**src/rtl/regfile_pkg.sv**
```systemverilog
// Shared types and constants for the multi-port integer register file.
package regfile_pkg;

  typedef enum logic {
    INIT = 1'b0,
    RUN  = 1'b1
  } state_e;

  localparam int unsigned INIT_ZERO    = 0;
  localparam int unsigned INIT_INDEX   = 1;
  localparam int unsigned XLEN_DEFAULT = 64;

endpackage : regfile_pkg

```
**src/rtl/regfile_scoreboard.sv**
```systemverilog
// Per-register busy bits: issue sets, writeback clears, set wins on a tie.
// Bit 0 is tied low so x0 never reports a pending producer.
module regfile_scoreboard #(
  parameter int unsigned NREGS = 32,
  parameter int unsigned AW    = $clog2(NREGS)
) (
  input  logic             clk,
  input  logic             rst,
  input  logic             clr_i,
  input  logic             set_en_i,
  input  logic [AW-1:0]    set_addr_i,
  input  logic             clr_en_i,
  input  logic [AW-1:0]    clr_addr_i,
  output logic [NREGS-1:0] sb_o
);

  logic [NREGS-1:0] sb_q;
  logic [NREGS-1:0] sb_d;

  always_comb begin
    sb_d = sb_q;
    if (clr_en_i) sb_d[clr_addr_i] = 1'b0;
    if (set_en_i) sb_d[set_addr_i] = 1'b1;
    if (clr_i)    sb_d = '0;
    sb_d[0] = 1'b0;
  end

  always_ff @(posedge clk or posedge rst) begin
    if (rst) sb_q <= '0;
    else     sb_q <= sb_d;
  end

  assign sb_o = sb_q;

endmodule : regfile_scoreboard

```
**src/rtl/regfile_mp.sv**
```systemverilog
// Parametrised register file: NRD combinational read ports, one write port,
// hardwired x0, optional write bypass, busy scoreboard and sequenced init.
module regfile_mp
  import regfile_pkg::*;
#(
  parameter int unsigned XLEN      = XLEN_DEFAULT,
  parameter int unsigned NREGS     = 32,
  parameter int unsigned AW        = $clog2(NREGS),
  parameter int unsigned NRD       = 2,
  parameter int unsigned INIT_MODE = INIT_ZERO,
  parameter int unsigned BYPASS    = 1
) (
  input  logic                clk,
  input  logic                reset,
  input  logic                init_req,
  output logic                ready,
  input  logic [NRD*AW-1:0]   rd_addr,
  output logic [NRD*XLEN-1:0] rd_data,
  output logic [NRD-1:0]      rd_busy,
  input  logic                wr_en,
  input  logic [AW-1:0]       wr_addr,
  input  logic [XLEN-1:0]     wr_data,
  input  logic                iss_en,
  input  logic [AW-1:0]       iss_addr
);

  localparam int unsigned CNT_W = AW + 1;

  state_e           state_q;
  logic [CNT_W-1:0] cnt_q;
  logic             ready_q;
  logic [XLEN-1:0]  mem_q [NREGS];
  logic [NREGS-1:0] sb;

  logic             run_c;
  logic             wr_ok_c;
  logic             iss_ok_c;
  logic             restart_c;
  logic [XLEN-1:0]  init_val_c;

  // An init_req in RUN swallows any write or issue presented alongside it.
  assign run_c      = (state_q == RUN) && !init_req;
  assign restart_c  = (state_q == RUN) && init_req;
  assign wr_ok_c    = run_c && wr_en && (wr_addr != '0);
  assign iss_ok_c   = run_c && iss_en && (iss_addr != '0);
  assign init_val_c = (INIT_MODE == INIT_INDEX) ? XLEN'(cnt_q) : '0;

  always_ff @(posedge clk or posedge reset) begin
    if (reset) begin
      state_q <= INIT;
      cnt_q   <= '0;
      ready_q <= 1'b0;
    end else begin
      case (state_q)
        INIT: begin
          if (cnt_q == CNT_W'(NREGS - 1)) begin
            state_q <= RUN;
            ready_q <= 1'b1;
            cnt_q   <= '0;
          end else begin
            cnt_q <= cnt_q + CNT_W'(1);
          end
        end
        RUN: begin
          if (init_req) begin
            state_q <= INIT;
            ready_q <= 1'b0;
            cnt_q   <= '0;
          end
        end
        default: begin
          state_q <= INIT;
          ready_q <= 1'b0;
          cnt_q   <= '0;
        end
      endcase
    end
  end

  // Storage has no reset; the init sequence overwrites every entry before RUN.
  always_ff @(posedge clk) begin
    if (state_q == INIT) mem_q[cnt_q[AW-1:0]] <= init_val_c;
    else if (wr_ok_c)    mem_q[wr_addr]       <= wr_data;
  end

  regfile_scoreboard #(
    .NREGS (NREGS),
    .AW    (AW)
  ) u_sb (
    .clk        (clk),
    .rst        (reset),
    .clr_i      (restart_c),
    .set_en_i   (iss_ok_c),
    .set_addr_i (iss_addr),
    .clr_en_i   (wr_ok_c),
    .clr_addr_i (wr_addr),
    .sb_o       (sb)
  );

  for (genvar g = 0; g < int'(NRD); g++) begin : g_rd
    logic [AW-1:0] ra;
    logic          byp;

    assign ra  = rd_addr[g*AW +: AW];
    assign byp = (BYPASS != 0) && wr_en && (wr_addr == ra);
    assign rd_data[g*XLEN +: XLEN] = (ready_q && (ra != '0)) ? (byp ? wr_data : mem_q[ra]) : '0;
    assign rd_busy[g] = ready_q && sb[ra] && !byp;
  end

  assign ready = ready_q;

endmodule : regfile_mp

```
**config.mk**
```make
export PLATFORM = sky130hd
export DESIGN_NAME = regfile_mp
export DESIGN_NICKNAME = d
export VERILOG_FILES = /design/src/rtl/regfile_pkg.sv /design/src/rtl/regfile_scoreboard.sv /design/src/rtl/regfile_mp.sv
export SDC_FILE = /design/constraint.sdc
export NUM_CORES = 2
export LEC_CHECK = 0
export BUFFER_PORTS_ARGS = -buffer_cell sky130_fd_sc_hd__buf_4
export CAP_MARGIN = 20
export CORE_UTILIZATION = 55
export DETAILED_ROUTE_END_ITERATION = 8
export PLACE_DENSITY = 0.7
export SYNTH_ARGS = -nofsm -noshare
export SYNTH_HDL_FRONTEND = slang
export SYNTH_HIERARCHICAL = 1
export SYNTH_SLANG_ARGS = --single-unit
export TNS_END_PERCENT = 10
```
**constraint.sdc**
```tcl
create_clock -name clk -period 4.6 [get_ports clk]
set_clock_uncertainty 0.2 [all_clocks]
set_input_delay 0.46 -clock clk [delete_from_list [all_inputs] [get_ports clk]]
set_output_delay 0.46 -clock clk [all_outputs]
set_load 0.02 [all_outputs]
```
==> flow_metrics.py <==
metrics = {
    "placed_design": {
        "port_buffers": 219,
        "hpwl_microns": 164000,
        "placed_area_sq_um": 104000,
        "pre_cts_slack_ps": 746,
        "gp_congestion": 0.840,
    },
    "routing": {
        "first_pass_iters": 6,
        "drc": 0,
        "num_vias": 59882,
        "drt_wl_total_microns": 307000,
        "drt_iter0_markers": 8384,
        "routedWlPerCell_microns": 37.9,
        "drt-vias-per-instance": 7.39,
        "ant_nets": 0,
    },
    "cells_and_area": {
        "layout_commonest_cell": "edfxtp_1",
        "final_nets": 5679,
        "fill_cells": 12150,
        "syn_to_final_growth_pct": 12.9,
        "layout_common_cells": "edfxtp_1 (2048), mux4_2 (845), mux2i_1 (598)",
        "final_layout_size_suffix_gt1_frac": 0.295,
        "final_cell_area_sq_um": 111000,
    },
    "clock_tree": {
        "clk_pin_slew_ps": 60,
        "clock_latency_ps": 850,
        "cts_root_buffer": "clkbuf_16",
        "cts.path.max_buffers": 3,
        "cts_resized": 0,
        "cts_buffers": 212,
        "cts-htree-levels": 4,
        "cts_tree": "built",
        "cts_setup_buffers": 0,
        "cts.sinks": 2087,
    },
    "setup_path": {
        "crit_slowest_cell": "a221oi_1",
        "arrival_ps": 3720,
        "path_cells": "inv_1 -> a21o_1 -> a21o_4 -> buf_4 -> a221oi_1 -> a22o_1 -> buf_4",
        "crit_path_start_kind": "flip-flop",
        "worst_path_most_repeated_cell": "buf_4",
        "max_stage_delay_ps": 860,
        "crit_type": "reg -> out",
        "cp-end-kind": "output port",
        "critical_path_required_ps": 3940,
        "worst-path-max-fanout": 15,
    },
    "run_status": {
        "status": "finished, final reports clean",
    },
    "die": {
        "row_count": 154,
        "start_util": 0.556,
        "ios": 220,
        "die_width_microns": 425,
        "die_area_sq_um": 181000,
        "core-area_sq_um": 177000,
        "die_h_microns": 425,
    },
    "global_routing": {
        "grt_pass1_wl_microns": 434000,
        "grt_use_total": 0.340,
        "grt-ovfl-total": 0,
        "grt_pass1_vias": 60115,
        "antenna_found_initial": 3,
        "grt_max_degree": 117,
    },
    "timing": {
        "fin_crit_sh": 0.952,
        "setup_viol": 0,
        "maxSlewViolCount": 0,
        "setup_slack_ps": 223,
        "max_freq_mhz": 228,
        "period_needed_ps": 4380,
        "tightest_slew_ps": 1140,
        "slew_headroom": 0.237,
        "finalHoldViolCount": 0,
        "grt_setup_unrepaired": "no",
    },
    "pwr": {
        "p_leak_nw": 37.6,
        "ir_drop_uv": 454,
        "powerDensity_nw_per_um2": 459,
    },
    "synth": {
        "syn-num-nets": 5413,
        "synthArstFlopShare": 0.0187,
        "synth_edf_count": 2048,
        "ys_seq_area_frac": 0.634,
        "ys_types": 59,
        "yosys_warnings": 6,
        "synthCells": 5323,
        "synth_seq_cells": 2087,
        "ys.flop_type": "edfxtp_1",
        "synthesis.area_sq_um": 98500,
        "avgSynthCellArea_sq_um": 18.5,
    },
    "flow_run": {
        "drv_cap": 0,
    },
    "hold_path": {
        "hp-class": "in -> reg",
    },
}
-- stage by stage --
step | std cells | hold WS, ps | setup TNS (ps) | power (mW) | utilization
4_1_cts | 8105 | 1.60 | 0 | 51.0 | 0.628
5_1_grt | 8106 | 58.0 | 0 | 52.2 | 0.628
2_1_floorplan | 5323 | 75.7 | -1131570 | 29.7 | -
6_report | 8106 | 47.2 | 0 | 51.0 | 0.628
3_3_place_gp | 7683 | 251 | 0 | 34.3 | 0.589
3_5_place_dp | 7684 | 256 | 0 | 34.5 | 0.589
-- logic make-up after synthesis --
group / count (synthesis) / share of synthesized area
xor+xnor: 11 / 0.000978
mux: 1486 / 0.259
flops: 2087 / 0.634
other cells: 1 / 0.0000381
simple gates: 438 / 0.0219
compound gates: 841 / 0.0612
buf+inv: 458 / 0.0224
fa+ha+maj: 1 / 0.000127
-- synth_stat cells (6+ instances only) --
master    number  share of area
a211oi_1      79         0.0060
a21oi_1       67         0.0034
a221oi_1      22         0.0020
a22o_1        61         0.0054
a22oi_1      150          0.011
a32o_1        63         0.0064
a41oi_1       54         0.0048
and2_1        70         0.0044
and2b_1       15         0.0011
buf_1         26        0.00099
buf_2        220          0.011
buf_4         31         0.0024
buf_6         13         0.0015
clkbuf_1     156         0.0059
dfrtp_1       39         0.0099
edfxtp_1    2048           0.62
inv_1         11        0.00042
mux2_2        43         0.0049
mux2i_1      598          0.061
mux4_2       845           0.19
nand2_1      200         0.0076
nand3_1       23         0.0012
nand3b_1      10        0.00076
nand4_1        7        0.00044
nor2_1        50         0.0019
nor2b_1       28         0.0018
nor3_1         8        0.00041
o211ai_1      48         0.0037
o21ai_0      127         0.0065
o21ai_1       36         0.0018
o221ai_1      32         0.0028
o22ai_1       81         0.0051
xor2_1         6        0.00053
-- worst paths after layout --
check	from	endpoint	slack, ps	cells past startpoint
worst max-delay path	ready	rd_data[28]	220	7
worst min-delay path	wr_data[16]	mem_q[2][16]	50	3
worst max register to register	state_q	mem_q[6][22]	840	7
worst min register to register	cnt_q[5]	cnt_q[5]	280	1
max in group asynchronous	reset	cnt_q[0]	3440	4
min in group asynchronous	reset	u_sb/sb_o[15]	120	3
-- timing repair --
| item | CTS | global route |
|---|---|---|
| hold buffers | 31 | 0 |
| endpoints found under the setup margin | 0 | 0 |
| endpoints found under the hold margin | 190 | 0 |
-- power by group --
| group | switching, mW | leakage [nW] | internal [mW] | total (mW) |
|---|---|---|---|---|
| registers | 0.739 | 20.0 | 23.1 | 23.9 |
| logic | 6.74 | 14.5 | 3.73 | 10.5 |
| clock network | 7.42 | 3.23 | 9.23 | 16.7 |
| total | 14.9 | 37.6 | 36.1 | 51.0 |
-- registers in the layout (all words and copies together) (netlist names) --
signal,flops
mem_q,2048
u_sb/sb_o,31
cnt_q,6
ready,1
state_q,1
-- area by class of cell --
| class | instances | area [sq um] | area share |
|---|---|---|---|
| clock inverters | 128 | 1080 | 0.00974 |
| inverters | 12 | 47.5 | 0.000428 |
| well taps | 2340 | 2930 | 0.0263 |
| flip-flops and latches | 2087 | 62500 | 0.562 |
| clock buffers | 262 | 5550 | 0.0499 |
| diodes | 1 | 2.50 | 0.0000225 |
| repair buffers | 498 | 4980 | 0.0448 |
| multi-input cells | 2778 | 34100 | 0.307 |
-- layer usage --
metal | track usage | wire length [microns] | vias to the layer above
li1 | - | - | 23330
met1 | 0.454 | 109000 | 31455
met2 | 0.538 | 147000 | 4222
met3 | 0.0668 | 34800 | 875
met4 | 0.172 | 17300 | 0
met5 | 0 | 0 | -
-- critical path: cells and delay by family, from the launching register on --
family	cells	cell delay (ps)
buffers and inverters	3	620
AOI/OAI and AO/OA	4	1730
DFF	1	500
Power figures use the tool's default switching activity.
